File: src/rtl/mem_port_arbiter_pkg.sv
// Shared definitions for the fetch/data memory-port arbiter.
// Holds the FSM state encoding, the grant-select constants, the default
// wait limit, the registered memory command payload and the 32-bit 2:1 mux
// used for all select/data steering.
package mem_port_arbiter_pkg;

    localparam int unsigned DATA_W       = 32;
    localparam int unsigned ADDR_W       = 32;
    localparam int unsigned WAIT_W       = 8;
    localparam int unsigned MAX_WAIT_DEF = 15;

    typedef enum logic [1:0] {
        ST_IDLE    = 2'd0,
        ST_BUSY_IF = 2'd1,
        ST_BUSY_DM = 2'd2,
        ST_RESP    = 2'd3
    } arb_state_e;

    localparam logic SEL_IF = 1'b0;
    localparam logic SEL_DM = 1'b1;

    // Command presented to the shared memory for one transaction
    typedef struct packed {
        logic              we;
        logic [ADDR_W-1:0] addr;
        logic [DATA_W-1:0] wdata;
    } mem_cmd_t;

    // 32-bit 2:1 mux: sel 0 -> a0, sel 1 -> a1
    function automatic logic [DATA_W-1:0] mux2_32(
        input logic              sel,
        input logic [DATA_W-1:0] a0,
        input logic [DATA_W-1:0] a1
    );
        return sel ? a1 : a0;
    endfunction

endpackage : mem_port_arbiter_pkg

File: src/rtl/mem_arb_timer.sv
// Memory-wait counter with timeout compare.
// Ports:
//   clk_i      - clock
//   rst_i      - asynchronous active-low reset
//   busy_i     - arbiter is in a BUSY_* state this cycle
//   timeout_c  - combinational: this is the MAX_WAIT-th busy cycle
// The counter is zero on the first busy cycle and clears whenever the
// arbiter leaves BUSY_*, so every transaction starts from a fresh count.
module mem_arb_timer
    import mem_port_arbiter_pkg::*;
#(
    parameter int unsigned MAX_WAIT = MAX_WAIT_DEF
) (
    input  logic clk_i,
    input  logic rst_i,
    input  logic busy_i,
    output logic timeout_c
);

    logic [WAIT_W-1:0] cnt_q;
    logic [WAIT_W-1:0] cnt_d;

    // Count busy cycles; clear otherwise
    always_comb begin
        cnt_d = '0;
        if (busy_i) begin
            cnt_d = cnt_q + WAIT_W'(1);
        end
    end

    always_ff @(posedge clk_i or negedge rst_i) begin
        if (!rst_i) begin
            cnt_q <= '0;
        end else begin
            cnt_q <= cnt_d;
        end
    end

    assign timeout_c = busy_i && (cnt_q == WAIT_W'(MAX_WAIT - 1));

endmodule : mem_arb_timer

File: src/rtl/mem_port_arbiter.sv
// Arbiter sharing one single-port memory between an instruction-fetch port
// and a data port.
// Ports:
//   clk_i, rst_i                        - clock, async active-low reset
//   if_req_i, if_addr_i                 - fetch request / word address
//   if_ack_o, if_rdata_o                - fetch completion pulse / read data
//   dm_req_i, dm_we_i, dm_addr_i,
//   dm_wdata_i                          - data request / we / addr / wdata
//   dm_ack_o, dm_rdata_o                - data completion pulse / read data
//   mem_req_o, mem_we_o, mem_addr_o,
//   mem_wdata_o                         - shared memory command
//   mem_ack_i, mem_rdata_i              - memory completion / read data
//   sel_o                               - address-mux select (0 fetch, 1 data)
//   stall_o                             - combinational pipeline stall
//   err_o                               - one-cycle timeout pulse
// Build option: MEM_ARB_ROUND_ROBIN_EN makes simultaneous requests alternate
// through a last-grant register; otherwise data always beats fetch.
module mem_port_arbiter
    import mem_port_arbiter_pkg::*;
#(
    parameter int unsigned MAX_WAIT = MAX_WAIT_DEF
) (
    input  logic              clk_i,
    input  logic              rst_i,
    input  logic              if_req_i,
    input  logic [ADDR_W-1:0] if_addr_i,
    output logic              if_ack_o,
    output logic [DATA_W-1:0] if_rdata_o,
    input  logic              dm_req_i,
    input  logic              dm_we_i,
    input  logic [ADDR_W-1:0] dm_addr_i,
    input  logic [DATA_W-1:0] dm_wdata_i,
    output logic              dm_ack_o,
    output logic [DATA_W-1:0] dm_rdata_o,
    output logic              mem_req_o,
    output logic              mem_we_o,
    output logic [ADDR_W-1:0] mem_addr_o,
    output logic [DATA_W-1:0] mem_wdata_o,
    input  logic              mem_ack_i,
    input  logic [DATA_W-1:0] mem_rdata_i,
    output logic              sel_o,
    output logic              stall_o,
    output logic              err_o
);

    arb_state_e        state_q, state_d;
    logic              sel_q, sel_d;
    mem_cmd_t          cmd_q, cmd_d;
    logic              mem_req_q, mem_req_d;
    logic              if_ack_q, if_ack_d;
    logic              dm_ack_q, dm_ack_d;
    logic [DATA_W-1:0] if_rdata_q, if_rdata_d;
    logic [DATA_W-1:0] dm_rdata_q, dm_rdata_d;
    logic              err_q, err_d;

    logic              busy_c;
    logic              timeout_c;
    logic              grant_sel_c;
    logic [DATA_W-1:0] resp_data_c;

`ifdef MEM_ARB_ROUND_ROBIN_EN
    logic              last_grant_q, last_grant_d;
`endif

    assign busy_c = (state_q == ST_BUSY_IF) || (state_q == ST_BUSY_DM);

    mem_arb_timer #(
        .MAX_WAIT (MAX_WAIT)
    ) u_timer (
        .clk_i     (clk_i),
        .rst_i     (rst_i),
        .busy_i    (busy_c),
        .timeout_c (timeout_c)
    );

    // Winner among the current requests (only used in IDLE)
    always_comb begin
        grant_sel_c = dm_req_i ? SEL_DM : SEL_IF;
`ifdef MEM_ARB_ROUND_ROBIN_EN
        if (if_req_i && dm_req_i) begin
            grant_sel_c = (last_grant_q == SEL_IF) ? SEL_DM : SEL_IF;
        end
`endif
    end

    // Read data returned on completion: zero on writes and on timeout
    assign resp_data_c = mux2_32(mem_ack_i && !cmd_q.we, '0, mem_rdata_i);

    // Next-state and registered-output logic
    always_comb begin
        state_d    = state_q;
        sel_d      = sel_q;
        cmd_d      = cmd_q;
        mem_req_d  = mem_req_q;
        if_ack_d   = 1'b0;
        dm_ack_d   = 1'b0;
        if_rdata_d = '0;
        dm_rdata_d = '0;
        err_d      = 1'b0;
`ifdef MEM_ARB_ROUND_ROBIN_EN
        last_grant_d = last_grant_q;
`endif

        unique case (state_q)
            ST_IDLE: begin
                if (if_req_i || dm_req_i) begin
                    sel_d       = grant_sel_c;
                    cmd_d.addr  = mux2_32(grant_sel_c, if_addr_i, dm_addr_i);
                    cmd_d.wdata = mux2_32(grant_sel_c, '0, dm_wdata_i);
                    cmd_d.we    = (grant_sel_c == SEL_DM) && dm_we_i;
                    mem_req_d   = 1'b1;
                    state_d     = (grant_sel_c == SEL_DM) ? ST_BUSY_DM : ST_BUSY_IF;
`ifdef MEM_ARB_ROUND_ROBIN_EN
                    // Only contention moves the pointer, so a lone request
                    // never steals the other side's turn
                    if (if_req_i && dm_req_i) begin
                        last_grant_d = grant_sel_c;
                    end
`endif
                end
            end
            ST_BUSY_IF, ST_BUSY_DM: begin
                // mem_ack_i has priority over a same-cycle timeout
                if (mem_ack_i || timeout_c) begin
                    mem_req_d = 1'b0;
                    err_d     = !mem_ack_i;
                    state_d   = ST_RESP;
                    if (state_q == ST_BUSY_DM) begin
                        dm_ack_d   = 1'b1;
                        dm_rdata_d = resp_data_c;
                    end else begin
                        if_ack_d   = 1'b1;
                        if_rdata_d = resp_data_c;
                    end
                end
            end
            ST_RESP: begin
                state_d = ST_IDLE;
            end
            default: begin
                state_d = ST_IDLE;
            end
        endcase
    end

    always_ff @(posedge clk_i or negedge rst_i) begin
        if (!rst_i) begin
            state_q    <= ST_IDLE;
            sel_q      <= SEL_IF;
            cmd_q      <= '0;
            mem_req_q  <= 1'b0;
            if_ack_q   <= 1'b0;
            dm_ack_q   <= 1'b0;
            if_rdata_q <= '0;
            dm_rdata_q <= '0;
            err_q      <= 1'b0;
        end else begin
            state_q    <= state_d;
            sel_q      <= sel_d;
            cmd_q      <= cmd_d;
            mem_req_q  <= mem_req_d;
            if_ack_q   <= if_ack_d;
            dm_ack_q   <= dm_ack_d;
            if_rdata_q <= if_rdata_d;
            dm_rdata_q <= dm_rdata_d;
            err_q      <= err_d;
        end
    end

`ifdef MEM_ARB_ROUND_ROBIN_EN
    // Reset to fetch-granted-last so data wins the first contention
    always_ff @(posedge clk_i or negedge rst_i) begin
        if (!rst_i) begin
            last_grant_q <= SEL_IF;
        end else begin
            last_grant_q <= last_grant_d;
        end
    end
`endif

    assign if_ack_o    = if_ack_q;
    assign if_rdata_o  = if_rdata_q;
    assign dm_ack_o    = dm_ack_q;
    assign dm_rdata_o  = dm_rdata_q;
    assign mem_req_o   = mem_req_q;
    assign mem_we_o    = cmd_q.we;
    assign mem_addr_o  = cmd_q.addr;
    assign mem_wdata_o = cmd_q.wdata;
    assign sel_o       = sel_q;
    assign err_o       = err_q;

    assign stall_o = (if_req_i && !if_ack_q) || (dm_req_i && !dm_ack_q);

endmodule : mem_port_arbiter

File: config.mk
export PLATFORM = sky130hd
export DESIGN_NAME = mem_port_arbiter
export DESIGN_NICKNAME = d
export VERILOG_FILES = /design/src/rtl/mem_port_arbiter_pkg.sv /design/src/rtl/mem_arb_timer.sv /design/src/rtl/mem_port_arbiter.sv
export SDC_FILE = /design/constraint.sdc
export NUM_CORES = 1
export LEC_CHECK = 0
export ABC_AREA = 1
export BUFFER_PORTS_ARGS = -buffer_cell sky130_fd_sc_hd__buf_4
export CORE_UTILIZATION = 25
export DETAILED_ROUTE_END_ITERATION = 6
export GPL_ROUTABILITY_DRIVEN = 1
export PLACE_DENSITY = 0.55
export SYNTH_ARGS = -nofsm -noshare
export SYNTH_HDL_FRONTEND = slang
export SYNTH_SLANG_ARGS = --single-unit
File: constraint.sdc
create_clock -name clk_i -period 1.9 [get_ports clk_i]
set_input_delay 0.285 -clock clk_i [delete_from_list [all_inputs] [get_ports clk_i]]
set_output_delay 0.285 -clock clk_i [all_outputs]
set_load 0.01 [all_outputs]
==> Word-level counts from Yosys, hierarchy flattened <==
Index checks and enable logic that the tools add are counted.
{ "totals": {"ff_bits": 144, "in_bits": 134, "output_inout_bits": 135, "elab_cells": 64} }
{ "classes": {"add_sub_neg": 1, "n_eq_ne": 6, "n_mux": 26, "n_reduce_logical": 19} }
{ "ops": {"columns": ["cell", "count"], "rows": [
  ["$mux 32", 9],
  ["$mux 1", 11],
  ["$add 8x1->8 const B", 1],
  ["$eq 8x4->1 const B", 1],
  ["$mux 8", 1],
  ["$mux 2", 3],
  ["$pmux 2 s3", 1],
  ["$logic_and 1x1->1", 5],
  ["$eq 2x2->1 const B", 2],
  ["$logic_not 1->1", 4],
  ["$logic_or 1x1->1", 4],
  ["$ne 2x2->1 const B", 2],
  ["$reduce_and 2->1", 2],
  ["$reduce_and 3->1", 1],
  ["$eq 2x1->1 const B", 1],
  ["$logic_not 2->1", 1],
  ["$pmux 1 s2", 1],
  ["$reduce_bool 2->1", 1],
  ["$reduce_or 2->1", 1]
]} }

==> Logic depth before layout (Yosys ltp) <==
Gate-level depths: netlist of run 1.
{ "logic_depth": {"ltp_word": 6, "depth_mapped": 10, "ltp_nobuf": 10} }

==> Cells and area by module <==
A second synthesis of run 1 with hierarchy kept.
{ "hier_totals": {"hier_cells": 595, "area_unflattened_um2": 5861.9} }
{ "by_module_without_submodules": {"columns": ["mod", "instances", "cells_per_inst", "area_per_inst_um2", "seq_area_each_um2"], "rows": [
  ["mem_port_arbiter", 1, 545, 5459.0, 3403.3],
  ["mem_arb_timer", 1, 50, 402.9, 200.2]
]} }

==> Worst setup path after synthesis of run 1 <==
OpenSTA, ideal clock, no wires.
{ "synth_timing": {"path_type": "register to register", "start": "reg state_q[0]", "end": "reg if_rdata_q[24] (netlist: if_rdata_o[24])", "setup_time_ns": 0.134, "arrival_time_ns": 1.332, "t_required_ns": 1.766, "path_slack_ns": 0.434, "path_stages_with_launch": 8, "n_path_buf": 3, "synth_period_minus_slack_ns": 1.466, "path_cell_list": "dfrtp_1 inv_1 ha_1 buf_4 inv_2 buf_2 buf_2 nor3_1"} }
{ "synth_between": {"elab_chain_len": 6, "word_cells_on_any_way": 9, "classes_between": "eq/ne: 2; mux: 3; reduce/logical: 4"} }
{ "synth_lines": {"columns": ["element", "line", "rtl"], "rows": [
  ["start: declaration", "mem_port_arbiter.sv:46", "arb_state_e state_q, state_d;"],
  ["start signal: assignment", "mem_port_arbiter.sv:158", "state_q <= state_d;"],
  ["$eq 2x1->1 or $eq 2x2->1 (tied branches)", "mem_port_arbiter.sv:65, mem_port_arbiter.sv:104, mem_port_arbiter.sv:128", null],
  ["$logic_or 1x1->1", "mem_port_arbiter.sv:65", "assign busy_c = (state_q == ST_BUSY_IF) || (state_q == ST_BUSY_DM);"],
  ["$logic_and 1x1->1", "mem_arb_timer.sv:39", "assign timeout_c = busy_i && (cnt_q == WAIT_W'(MAX_WAIT - 1));"],
  ["$logic_or 1x1->1", "mem_port_arbiter.sv:124", "if (mem_ack_i || timeout_c) begin"],
  ["$mux 32", "mem_port_arbiter.sv:124", null],
  ["$mux 32 (*)", "mem_port_arbiter.sv:104", "unique case (state_q)"],
  ["named net if_rdata_d[24]", "mem_port_arbiter.sv:52", "logic [DATA_W-1:0] if_rdata_q, if_rdata_d;"],
  ["end signal: assignment", "mem_port_arbiter.sv:164", "if_rdata_q <= if_rdata_d;"],
  ["end: declaration", "mem_port_arbiter.sv:52", null]
]} }
Mark *: on every way through the listed nets, which the timed path passes. The rest lies on a longest branch.
A chain may end at the register's enable or synchronous reset.

==> Worst setup path after layout of run 1 <==
{ "layout_timing": {"start": "reg state_q[0]", "end": "reg sel_q (netlist: sel_o)"} }
{ "layout_between": {"elab_chain_len": 2} }
{ "layout_lines": {"columns": ["element", "line", "rtl"], "rows": [
  ["$logic_not 2->1", "mem_port_arbiter.sv:104", null],
  ["$reduce_and 2->1 (no line)", null, null],
  ["end signal: assignment", "mem_port_arbiter.sv:159", "sel_q <= sel_d;"],
  ["end: declaration", "mem_port_arbiter.sv:47", "logic sel_q, sel_d;"]
]} }
Every way passes these cells.

==> results of run 1 <==
==> power groups by stage <==
| stage | Clock, mW | Sequential, mW | Combinational [mW] |
|---|---|---|---|
| detailed placement | 0 | 4.59 | 5.24 |
| finish | 3.54 | 4.53 | 5.17 |
| floorplan | 0 | 4.98 | 2.31 |
| global route | 3.77 | 4.65 | 5.77 |
| CTS | 3.65 | 4.54 | 5.26 |
| global placement | 0 | 4.57 | 5.22 |
==> cells by family (layout without fill, tap and decap cells) <==
logic type / after synthesis / after routing / share of synthesized area
AND/OR/NAND/NOR: 270 / 270 / 0.202
flip-flops: 144 / 144 / 0.632
buffers and inverters: 91 / 367 / 0.0749
AO/OA/AOI/OAI: 76 / 76 / 0.0757
adder cells (fa/ha/maj): 5 / 5 / 0.0110
XOR/XNOR: 1 / 1 / 0.00154
multiplexers: 1 / 1 / 0.00263
==> per-layer routing <==
layer | vias to the layer above | wire, um | part of all wire | GRT usage
li1 | 2466 | - | - | -
met1 | 2308 | 7360 | 0.43 | 0.194
met2 | 206 | 7650 | 0.45 | 0.230
met3 | 12 | 1780 | 0.11 | 0.0669
met4 | 0 | 156 | 0.0092 | 0.0423
met5 | - | 0 | 0 | 0
==> area by class of cell <==
cell class / instances / area [um^2]
fill: 2223 / 13400
inverter: 48 / 180
multi-input combinational: 353 / 1670
tap: 280 / 350
timing repair buffer: 287 / 2260
sequential: 144 / 3600
clock buffer: 21 / 470
clock inverter: 11 / 153
==> path summary, 6_finish.rpt <==
kind	start	endpoint	slack (ns)	cells after the start
worst max register to register	state_q[0]	sel_o	0.35	5
worst min-delay path	mem_ack_i	err_o	0.03	2
max in group asynchronous	rst_i	mem_addr_o[16]	0.92	3
worst max-delay path	state_q[0]	sel_o	0.35	5
worst min register to register	u_timer.cnt_q[0]	u_timer.cnt_q[0]	0.49	1
min in group asynchronous	rst_i	mem_addr_o[3]	0.36	2
==> sequential cells by signal, indices dropped and copies added (netlist names) <==
register	cells
sel_o	1
dm_rdata_o	32
dm_ack_o	1
if_rdata_o	32
mem_addr_o	32
err_o	1
state_q	2
mem_req_o	1
mem_we_o	1
if_ack_o	1
u_timer.cnt_q	8
mem_wdata_o	32
==> stage by stage <==
| stage | cells | area (um^2) |
|---|---|---|
| floorplan | 588 | 5700 |
| global placement | 1111 | 8050 |
| detailed placement | 1111 | 8050 |
| CTS | 1144 | 8690 |
| global route | 1144 | 8690 |
| finish | 1144 | 8690 |
==> synthesized netlist by cell type <==
cell type	number
o22ai_1	1
xor2_1	1
nand3_1	42
buf_6	8
inv_2	1
clkbuf_1	17
nand2_1	113
ha_1	5
o21ai_0	25
o21ai_1	13
a31oi_1	32
buf_2	11
nor3_1	66
buf_1	4
buf_4	3
nor2_2	1
a21oi_1	4
mux2_4	1
o21a_4	1
dfrtp_1	144
clkinv_1	1
inv_1	46
nor2_1	48
==> flow_metrics.tcl, run 1 <==
set metrics [dict create \
    p_leak_nw 4.34 \
    synth_top_area_frac 0.632 \
    io_buffers 268 \
    clkLatencyLatePin_ns 0.42 \
    rsz0062_at_grt "false" \
    area_growth_pct 52.4 \
    switching_power_mw 4.73 \
    cts_buffers 17 \
    power.internal_mw 8.52 \
    switching_share 0.357 \
    htree_levels 4 \
    final_core_util 0.393 \
    start_util 0.258 \
    gp_congestion 0.779 \
    start_kind "flop" \
    final_max_slew_viol_count 0 \
    tns_ns 0 \
    cts_hold_buf 1 \
    cp.arrival_ns 1.86 \
    wl_per_cell_um 14.8 \
    min_period_ns 1.55 \
    grt_pass1_vias 5024 \
    drc 0 \
    post-cts-setup-buffer-count 0 \
    clock-sinks 144 \
    fin_worst_skew_ns 0.0106 \
    pwr-share-clk 0.268 \
    post_drt_via_cell_ratio 4.36 \
    hpwl_um 12000 \
    cts_resized 0 \
    p_total_mw 13.2 \
    grt_max_degree 65 \
    ir_worst_vdd_v 0.000559 \
    synthTopCellsByArea "dfrtp_1, nand2_1, nor3_1" \
    first_pass_iters 4 \
    synth_nets 727 \
    comb_power_share 0.391 \
    critPathMaxStageDelay_ns 0.38 \
    rows 54 \
    ys_seq_elements 144 \
    crit_family "flip-flops" \
    drv_cap 0 \
    final_common_cell "buf_4" \
    grt_pass1_wl_um 27700 \
    vias 4992 \
    layout_common_cells "buf_4, dfrtp_1, nand2_1, nor3_1, nor2_1" \
    finalSetupViolCount 0 \
    fin_ws_ns 0.345 \
    routed_wirelength_um 17000 \
    crit_slowest_cell "dfrtp_1" \
    ios 269 \
    cts_root_buffer "clkbuf_16" \
    finalHoldViolCount 0 \
    cp-end-kind "flop" \
    drt_iter0_markers 344 \
    cts_tree "done" \
    synthCells 588 \
    clk_pin_slew_ns 0.06 \
    die_w_um 153 \
    die-area_um2 23400 \
    slew_headroom 0.514 \
    fp.coreArea_um2 22100 \
    crit_fanout 18 \
    worst_hold_slack_ns 0.0311 \
    synth_area_leader_cell "dfrtp_1" \
    synth_cell_types 23 \
    worstSetupPathType "reg2reg" \
    dpl_worst_slack_ns 0.347 \
    worst_slew_pin_slew_ns 0.728 \
    seqPwrFrac 0.342 \
    cts_max_path_buffers 2 \
    syn_area_um2 5700 \
    drive_gt1_frac 0.372 \
    nNetsFinal 990 \
    cp_num_buf_inv 2 \
    die_h_um 153 \
    antenna_found_initial 0 \
    drtAntennaViolNets 0 \
    fin_crit_sh 0.818 \
    status "complete, no violations" \
    powerDensity_nw_per_um2 1520 \
    postSynthAreaPerCell_um2 9.69 \
    crit_chain "inv_1 -> ha_1 -> o21a_4 -> buf_4 -> mux2_4" \
    grt_overflow_total 0 \
    gr-usage-all-layers 0.151 \
    yosysSeqAreaShare 0.632 \
    required_ns 2.21 \
    ys_warn_count 0 \
    hold_class "in2reg" \
    fmax_mhz 643 \
    diodes 0 \
]
(Power assumes the default switching activity.)
==> run 2: changes to the inputs <==
==> constraint.sdc (replaced) <==
create_clock -name clk_i -period 1.6 [get_ports clk_i]
set_input_delay 0.24 -clock clk_i [delete_from_list [all_inputs] [get_ports clk_i]]
set_output_delay 0.24 -clock clk_i [all_outputs]
set_load 0.01 [all_outputs]
==> run 2 against run 1 <==
First-iteration DRC count decreased by 26%. Design area rose by 1.2%. Power grew 21%. Hold slack improved by 0.032 ns. Highest routed layer unchanged. Non-clock buffer count is 14 higher. Critical endpoint is now mem_addr_o[2]. Utilization up 0.47 points. Largest cell class unchanged. Fmax up 6.1%. Global-route usage is essentially flat. Combinational power is 25% higher. Setup slack lost 0.21 ns.
==> flow_metrics.tcl, run 2 (same netlist as run 1, synthesis figures left out) <==
set metrics [dict create \
    fin_worst_skew_ns 0.0121 \
    worst_slew_pin_slew_ns 0.487 \
    grt_overflow_total 0 \
    final_max_slew_viol_count 0 \
    final_common_cell "buf_4" \
    final_core_util 0.398 \
    grt_max_degree 63 \
    crit_fanout 15 \
    crit_family "compound AO/OA/AOI/OAI gates" \
    crit_chain "inv_1 -> ha_4 -> o21a_4 -> buf_4 -> nor2_1 -> a31oi_1" \
    cts_tree "done" \
    start_util 0.258 \
    cp-end-kind "flop" \
    vias 5084 \
    min_period_ns 1.47 \
    grt_use_met1 0.191 \
    finalSetupViolCount 0 \
    gr-usage-all-layers 0.151 \
    routed_wirelength_um 17700 \
    fill_cells 2185 \
    cts_max_path_buffers 2 \
    nNetsFinal 1005 \
    drive_gt1_frac 0.380 \
    clk_pin_slew_ns 0.06 \
    grt_pass1_wl_um 27500 \
    ir_worst_vdd_v 0.000670 \
    powerDensity_nw_per_um2 1820 \
    diodes 0 \
    cp_num_buf_inv 2 \
    critPathCapture "mem_addr_o[2]" \
    required_ns 1.92 \
    rr_endpoint "mem_addr_o[2]" \
    die_h_um 153 \
    ff2ff_path_depth 6 \
    clock-sinks 144 \
    layout_common_cells "buf_4, dfrtp_1, nand2_1, nor3_1, nor2_1" \
    r2r_slack_ns 0.13 \
    clkLatencyLatePin_ns 0.41 \
    io_buffers 268 \
    drv_cap 0 \
    cts_root_buffer "clkbuf_16" \
    die_w_um 153 \
    first_pass_iters 4 \
    gr-max-usage-layer "met2" \
    start_kind "flop" \
    worstSetupPathType "reg2reg" \
    die-area_um2 23400 \
    fp.coreArea_um2 22100 \
    rows 54 \
    crit_slowest_cell "dfrtp_1" \
    htree_levels 4 \
    critPathMaxStageDelay_ns 0.37 \
    wl_per_cell_um 15.3 \
    hold_path_depth 3 \
    status "complete, no violations" \
    ios 269 \
    slew_headroom 0.676 \
    fin_crit_sh 0.916 \
    finalHoldViolCount 0 \
    met2_usage 0.234 \
    hpwl_um 12300 \
    gp_congestion 0.773 \
    drtAntennaViolNets 0 \
    tns_ns 0 \
    cts_buffers 17 \
    grt_util_met3 0.0646 \
    cp.arrival_ns 1.79 \
    fmax_mhz 682 \
    antenna_found_initial 0 \
    r2r-start "state_q[0]" \
    p_leak_nw 4.40 \
    post_drt_via_cell_ratio 4.39 \
    cp.depth 6 \
    drc 0 \
    hold_class "in2reg" \
    grt_pass1_vias 5002 \
    crit_path_start "state_q[0]" \
    drt_iter0_markers 253 \
    rsz0062_at_grt "false" \
    area_growth_pct 54.2 \
]
==> run 2: cell count changes in the layout (fill, tap and decap cells not counted) <==
cell,previous run,this run
buf_12,8,7
buf_4,277,290
buf_6,1,2
clkbuf_1,1,2
clkinv_2,1,2
clkinv_4,1,2
clkinvlp_4,3,2
dlygate4sd3_1,1,2
ha_1,5,4
ha_4,0,1
inv_6,3,0
o21a_2,0,1
==> run 2: power breakdown <==
part | internal [mW] | total [mW] | switching (mW)
clock | 2.57 | 4.13 | 1.56
sequential | 4.80 | 5.39 | 0.589
combinational | 2.94 | 6.45 | 3.52
==> run 2: worst min path at each step <==
stage	start	end	slack, ns
finish	dm_wdata_i[9]	mem_wdata_o[9]	0.06
detailed placement	rst_i	mem_wdata_o[7]	0.21
CTS	dm_wdata_i[9]	mem_wdata_o[9]	0.04
global route	dm_wdata_i[13]	mem_wdata_o[13]	0.05
floorplan	rst_i	dm_ack_o	-0.06
global placement	rst_i	mem_wdata_o[3]	0.22
==> run 2: metrics by stage <==
step | total power, mW | hold slack (ns) | instances | setup slack (ns) | cell area (um^2)
floorplan | 8.66 | -0.0556 | 588 | 0.134 | 5700
global placement | 11.8 | 0.219 | 1122 | 0.140 | 8120
detailed placement | 11.8 | 0.211 | 1122 | 0.0870 | 8120
CTS | 16.1 | 0.0360 | 1155 | 0.0610 | 8750
global route | 17.0 | 0.0455 | 1158 | 0.0107 | 8790
finish | 16.0 | 0.0632 | 1158 | 0.135 | 8790
==> run 2: final cells by class <==
cell class	instances	area [um^2]	area share
Clock inverter	9	133	0.0151
Inverter	48	180	0.0205
Tap cell	280	350	0.0399
Multi-Input combinational cell	354	1690	0.192
Sequential cell	144	3600	0.410
Clock buffer	22	474	0.0539
Timing Repair Buffer	301	2360	0.268
==> run 2: what timing repair did <==
action / CTS / global route
setup endpoints to repair: 0 / 34
hold buffers: 2 / 0
hold endpoints to repair: 39 / 0
buffers inserted: 0 / 2
resized for setup: 0 / 3
==> run 2: layer usage <==
metal  wire length (um)  up-vias
met2               8120      202
met4                129        0
li1                   -     2485
met1               7740     2388
met3               1710        9
met5                  0        -
==> run 2: worst reg2reg max path, cell delays in order, from the launching register on <==
cell,delay (ns)
dfrtp_1,0.37
inv_1,0.14
ha_4,0.18
o21a_4,0.23
buf_4,0.24
nor2_1,0.06
a31oi_1,0.15
